<file path="src/rtl/ex_mem_stage.sv">
// ---------------------------------------------------------------------------
// ex_mem_stage
//   EX/MEM pipeline register and Z/V/N flag unit for the 16-bit 5-stage core.
//   Captures each executed instruction's result and control bits, updates the
//   architectural flags per opcode, applies stall/flush, and latches a sticky
//   halt once an HLT has been admitted.
//
//   Optional feature macro: SAT_FLAG_EN
//     defined   -> an admitted PADDSB sets V = |ex_sat (Z, N hold)
//     undefined -> ex_sat is ignored and PADDSB leaves all flags unchanged
//
// Ports
//   clk, rst_n            clock (rising edge), async active-low reset
//   stall                 hold every register, flag and halted this cycle
//   flush                 squash the incoming EX instruction (bubble)
//   ex_valid..ex_halt     EX-stage instruction payload and control
//   mem_valid..mem_halt   registered payload/control presented to MEM
//   mem_store_data        registered store data
//   flag_z/flag_v/flag_n  architectural flags
//   halted                sticky halt, cleared only by reset
// ---------------------------------------------------------------------------
module ex_mem_stage (
   input  logic        clk,
   input  logic        rst_n,
   input  logic        stall,
   input  logic        flush,
   input  logic        ex_valid,
   input  logic [3:0]  ex_opcode,
   input  logic [15:0] ex_result,
   input  logic        ex_ovf,
   input  logic [3:0]  ex_sat,
   input  logic [3:0]  ex_rd,
   input  logic        ex_wr_en,
   input  logic        ex_mem_rd,
   input  logic        ex_mem_wr,
   input  logic [15:0] ex_store_data,
   input  logic        ex_halt,
   output logic        mem_valid,
   output logic [15:0] mem_result,
   output logic [3:0]  mem_rd,
   output logic        mem_wr_en,
   output logic        mem_mem_rd,
   output logic        mem_mem_wr,
   output logic        mem_halt,
   output logic [15:0] mem_store_data,
   output logic        flag_z,
   output logic        flag_v,
   output logic        flag_n,
   output logic        halted
);

   typedef enum logic [3:0] {
      OP_ADD    = 4'h0,
      OP_SUB    = 4'h1,
      OP_XOR    = 4'h2,
      OP_RED    = 4'h3,
      OP_SLL    = 4'h4,
      OP_SRA    = 4'h5,
      OP_ROR    = 4'h6,
      OP_PADDSB = 4'h7
   } opcode_e;

   logic        r_valid;
   logic [15:0] r_result;
   logic [3:0]  r_rd;
   logic        r_wr_en;
   logic        r_mem_rd;
   logic        r_mem_wr;
   logic        r_halt;
   logic [15:0] r_store_data;
   logic        r_z;
   logic        r_v;
   logic        r_n;
   logic        r_halted;

   logic        w_admit;
   logic        w_z_nxt;
   logic        w_v_nxt;
   logic        w_n_nxt;

`ifndef SAT_FLAG_EN
   // ex_sat stays on the port list so EX wiring is identical in both builds.
   logic        w_unused_sat;
   assign w_unused_sat = ^ex_sat;
`endif

   always_comb begin
      w_admit = ex_valid & ~flush & ~r_halted;
      w_z_nxt = r_z;
      w_v_nxt = r_v;
      w_n_nxt = r_n;
      // Flags are state, not payload: only an admitted instruction moves them.
      if (w_admit) begin
         case (ex_opcode)
            OP_ADD, OP_SUB: begin
               w_z_nxt = (ex_result == '0);
               w_n_nxt = ex_result[15];
               w_v_nxt = ex_ovf;
            end
            OP_XOR, OP_SLL, OP_SRA, OP_ROR: begin
               w_z_nxt = (ex_result == '0);
            end
`ifdef SAT_FLAG_EN
            OP_PADDSB: begin
               w_v_nxt = |ex_sat;
            end
`endif
            default: ;
         endcase
      end
   end

   always_ff @(posedge clk or negedge rst_n) begin
      if (!rst_n) begin
         r_valid      <= 1'b0;
         r_result     <= '0;
         r_rd         <= '0;
         r_wr_en      <= 1'b0;
         r_mem_rd     <= 1'b0;
         r_mem_wr     <= 1'b0;
         r_halt       <= 1'b0;
         r_store_data <= '0;
         r_z          <= 1'b0;
         r_v          <= 1'b0;
         r_n          <= 1'b0;
         r_halted     <= 1'b0;
      end else if (!stall) begin
         if (w_admit) begin
            r_valid      <= 1'b1;
            r_result     <= ex_result;
            r_rd         <= ex_rd;
            r_wr_en      <= ex_wr_en;
            r_mem_rd     <= ex_mem_rd;
            r_mem_wr     <= ex_mem_wr;
            r_halt       <= ex_halt;
            r_store_data <= ex_store_data;
         end else begin
            r_valid      <= 1'b0;
            r_result     <= '0;
            r_rd         <= '0;
            r_wr_en      <= 1'b0;
            r_mem_rd     <= 1'b0;
            r_mem_wr     <= 1'b0;
            r_halt       <= 1'b0;
            r_store_data <= '0;
         end
         r_z      <= w_z_nxt;
         r_v      <= w_v_nxt;
         r_n      <= w_n_nxt;
         r_halted <= r_halted | (w_admit & ex_halt);
      end
   end

   assign mem_valid      = r_valid;
   assign mem_result     = r_result;
   assign mem_rd         = r_rd;
   assign mem_wr_en      = r_wr_en;
   assign mem_mem_rd     = r_mem_rd;
   assign mem_mem_wr     = r_mem_wr;
   assign mem_halt       = r_halt;
   assign mem_store_data = r_store_data;
   assign flag_z         = r_z;
   assign flag_v         = r_v;
   assign flag_n         = r_n;
   assign halted         = r_halted;

endmodule

</file>
<file path="config.mk">
export PLATFORM = sky130hd
export DESIGN_NAME = ex_mem_stage
export DESIGN_NICKNAME = d
export VERILOG_FILES = /design/src/rtl/ex_mem_stage.sv
export SDC_FILE = /design/constraint.sdc
export NUM_CORES = 1
export LEC_CHECK = 0
export BUFFER_PORTS_ARGS = -buffer_cell sky130_fd_sc_hd__buf_2
export CAP_MARGIN = 30
export CORE_ASPECT_RATIO = 0.6
export CORE_MARGIN = 5
export CORE_UTILIZATION = 42
export CTS_BUF_LIST = sky130_fd_sc_hd__clkbuf_16
export CTS_CLUSTER_DIAMETER = 50
export DETAILED_ROUTE_END_ITERATION = 10
export PLACE_DENSITY_LB_ADDON = 0.05
export SYNTH_ARGS = -nofsm -noshare
export SYNTH_HDL_FRONTEND = slang
export SYNTH_SLANG_ARGS = --single-unit
</file>
<file path="constraint.sdc">
create_clock -name clk -period 2.1 [get_ports clk]
set_input_delay 0.21 -clock clk [delete_from_list [all_inputs] [get_ports clk]]
set_output_delay 0.21 -clock clk [all_outputs]
set_load 0.01 [all_outputs]
</file>
==> impl_metrics.json <==
{
  "chipHeight_um": 58.6,
  "io_pins": 99,
  "overflow": 0,
  "cts_hold_buf": 0,
  "ir_drop_uv": 517,
  "dpl_cell_area_sq_um": 2160,
  "intPower_mw": 1.47,
  "switchingPower_mw": 0.443,
  "core_sq_um": 3720,
  "vias_per_cell": 5.26,
  "clock_latency_ps": 280,
  "arrival_ps": 1790,
  "hold_violations": 0,
  "grt_pass1_wl_mm": 7.18,
  "grt_pass1_vias": 1442,
  "pwr-share-clk_pct": 36.7,
  "power_density_nw_per_um2": 824,
  "final_common_cell": "buf_2",
  "cts_setup_buffers": 0,
  "status": "finished clean",
  "cts.clk_slew.worst_paths_ps": 60,
  "ys_seq_elements": 45,
  "finalPower_mw": 1.92,
  "endpoint_kind": "flip-flop",
  "tightest_slew_ps": 437,
  "ys_types": 12,
  "setup_viol_count_final": 0,
  "clock_skew_ps": 3.85,
  "crit_buf_inv": 1,
  "fin_crit_ps": 1630,
  "synth_top_area_cell": "dfrtp_1",
  "rr_worst_depth": 4,
  "cpPeakStageDelay_ps": 460,
  "cts.sinks": 45,
  "cp_slowest_cell": "buf_4",
  "finalSetupTns_ps": 0,
  "firstDrtPassIters": 4,
  "nets": 259,
  "postSynthAreaPerCell_sq_um": 15.2,
  "fmax_mhz": 613,
  "seq_power_share_pct": 50.0,
  "io_buffers": 94,
  "yosysWarnings": 0,
  "cap_violations": 0,
  "post_cts_resized": 0,
  "dieArea_sq_um": 5330,
  "post-place-ws_ps": 470,
  "yosysTopAreaCellShare_pct": 68.2,
  "r2r-end": "flag_z$_DFFE_PN0P_",
  "syn2layout_area_growth_pct": 40.8,
  "hold_slack_ps": 150,
  "layout_common_cells": "buf_2 (94), dfrtp_1 (45), a22o_1 (40)",
  "dp_hpwl_mm": 3.15,
  "p_comb_share_pct": 13.3,
  "cts_tree": "built",
  "maxSlewHeadroom_pct": 70.6,
  "syn_nets": 163,
  "grt_max_degree": 46,
  "drt_wl_total_mm": 4.30,
  "ys_seq_area_share_pct": 68.2,
  "start_util_pct": 44.4,
  "drv_slew": 0,
  "reg2reg_slack_ps": 470,
  "holdPathEnd": "mem_rd[1]$_DFFE_PN0N_",
  "synthCells": 109,
  "fin_ws_ps": 470,
  "path_cells": "nor4b_4, buf_4, nand3b_1, mux2i_1",
  "path_delay_family": "simple AND/OR/NAND/NOR gates",
  "start_kind": "flip-flop",
  "max-clock-path-buffers": 2,
  "drt_iter0_drc": 42,
  "worst-path-stages": 4,
  "required_ps": 2260,
  "finalCritPeriodShare_pct": 77.6,
  "holdPathStages": 2,
  "ant_nets": 0,
  "die_x_um": 91.0,
  "hp-start": "ex_rd[1]",
  "hold_class": "input port to flip-flop",
  "netlist_area_sq_um": 1650,
  "cts.htree.levels": 2,
  "reg2reg_from": "halted$_DFFE_PN0N_",
  "power_leakage_nw": 1.33,
  "post_drt_wl_per_cell_um": 17.1,
  "critical_path_class": "flip-flop to flip-flop",
  "grt_usage_pct": 17.0,
  "stdcell_area_sq_um": 2320,
  "cts-buffers-inserted": 5,
  "place_congestion": 0.774,
  "route.detailed.drc": 0,
  "swShare_pct": 23.1,
  "layout-drive-gt1-share_pct": 51.7,
  "clockRootBuffer": "clkbuf_16",
  "synthTopCellsByArea": "dfrtp_1 (68%), a22o_1 (21%), nor4b_4 (2.9%)",
  "antenna_found_initial": 0,
  "n_antenna_cell": 0,
  "path_max_fanout": 43,
  "rsz0062_at_grt": "false",
  "dr_total_vias": 1325,
  "nFillCells": 301,
  "rows": 17
}
[cell type report]
| class | count | area [sq um] | share of cell area [%] |
|---|---|---|---|
| sequential | 45 | 1130 | 48.4 |
| timing repair buffer | 98 | 515 | 22.2 |
| multi-input combinational | 54 | 488 | 21.0 |
| clock buffer | 5 | 125 | 5.38 |
| tap | 47 | 58.8 | 2.53 |
| clock inverter | 2 | 7.51 | 0.323 |
| inverter | 1 | 3.75 | 0.161 |
[worst register-to-register path, delay by kind of cell (launching register included)]
kind | cells | cell delay (ps)
AND/OR/NAND/NOR | 2 | 500
buffers and inverters | 1 | 460
flip-flops | 1 | 410
multiplexers | 1 | 140
[Yosys cell counts (all sizes together)]
cell type / n
nand2: 1
a22o: 40
nor4b: 2
mux2: 2
nand3b: 1
inv: 1
a21o: 2
dfrtp: 45
nor4: 4
mux2i: 1
clkbuf: 9
nand4: 1
[stage by stage]
stage | utilization, % | std cells
3_5_place_dp | 58.1 | 243
3_3_place_gp | 58.1 | 243
4_1_cts | 61.6 | 250
5_1_grt | 62.5 | 252
6_report | 62.5 | 252
2_1_floorplan | - | 109
[worst max path at each step]
stage | from | end
after floorplan | halted$_DFFE_PN0N_ | flag_n$_DFFE_PN0P_
after global placement | halted$_DFFE_PN0N_ | flag_z$_DFFE_PN0P_
after detailed placement | halted$_DFFE_PN0N_ | flag_z$_DFFE_PN0P_
after CTS | halted$_DFFE_PN0N_ | flag_z$_DFFE_PN0P_
after global routing | halted$_DFFE_PN0N_ | flag_z$_DFFE_PN0P_
final | halted$_DFFE_PN0N_ | flag_z$_DFFE_PN0P_
[metal layers]
layer / up-vias / share of wire (%) / GRT usage [%]
met3: 0 / 9.4 / 7.02
met4: 0 / 0 / 2.51
met5: - / 0 / 0
met1: 661 / 43 / 22.7
li1: 610 / - / -
met2: 54 / 48 / 27.0
[logic make-up (layout without fill, tap and decap cells)]
| family | count (synthesis) | count (layout) | share of synthesized area [%] |
|---|---|---|---|
| multiplexers | 3 | 3 | 1.97 |
| buffers and inverters | 10 | 106 | 2.27 |
| AND/OR/NAND/NOR | 9 | 9 | 5.45 |
| AO/OA/AOI/OAI | 42 | 42 | 22.1 |
| flip-flops | 45 | 45 | 68.2 |
[power by group through the flow]
stage                     combinational, mW  clock (mW)  sequential, mW
final                                 0.254       0.703           0.959
after global routing                  0.281       0.773           0.967
after CTS                             0.254       0.730           0.959
after detailed placement              0.254           0           0.973
after global placement                0.247           0           0.970
after floorplan                      0.0770           0            1.00
[state kept, by name, indices dropped and copies added, names as in the netlist]
signal          cells
flag_v              1
mem_mem_wr          1
flag_n              1
mem_halt            1
mem_mem_rd          1
halted              1
mem_result         16
mem_store_data     16
mem_rd              4
flag_z              1
mem_valid           1
mem_wr_en           1
(Power assumes the default switching activity.)
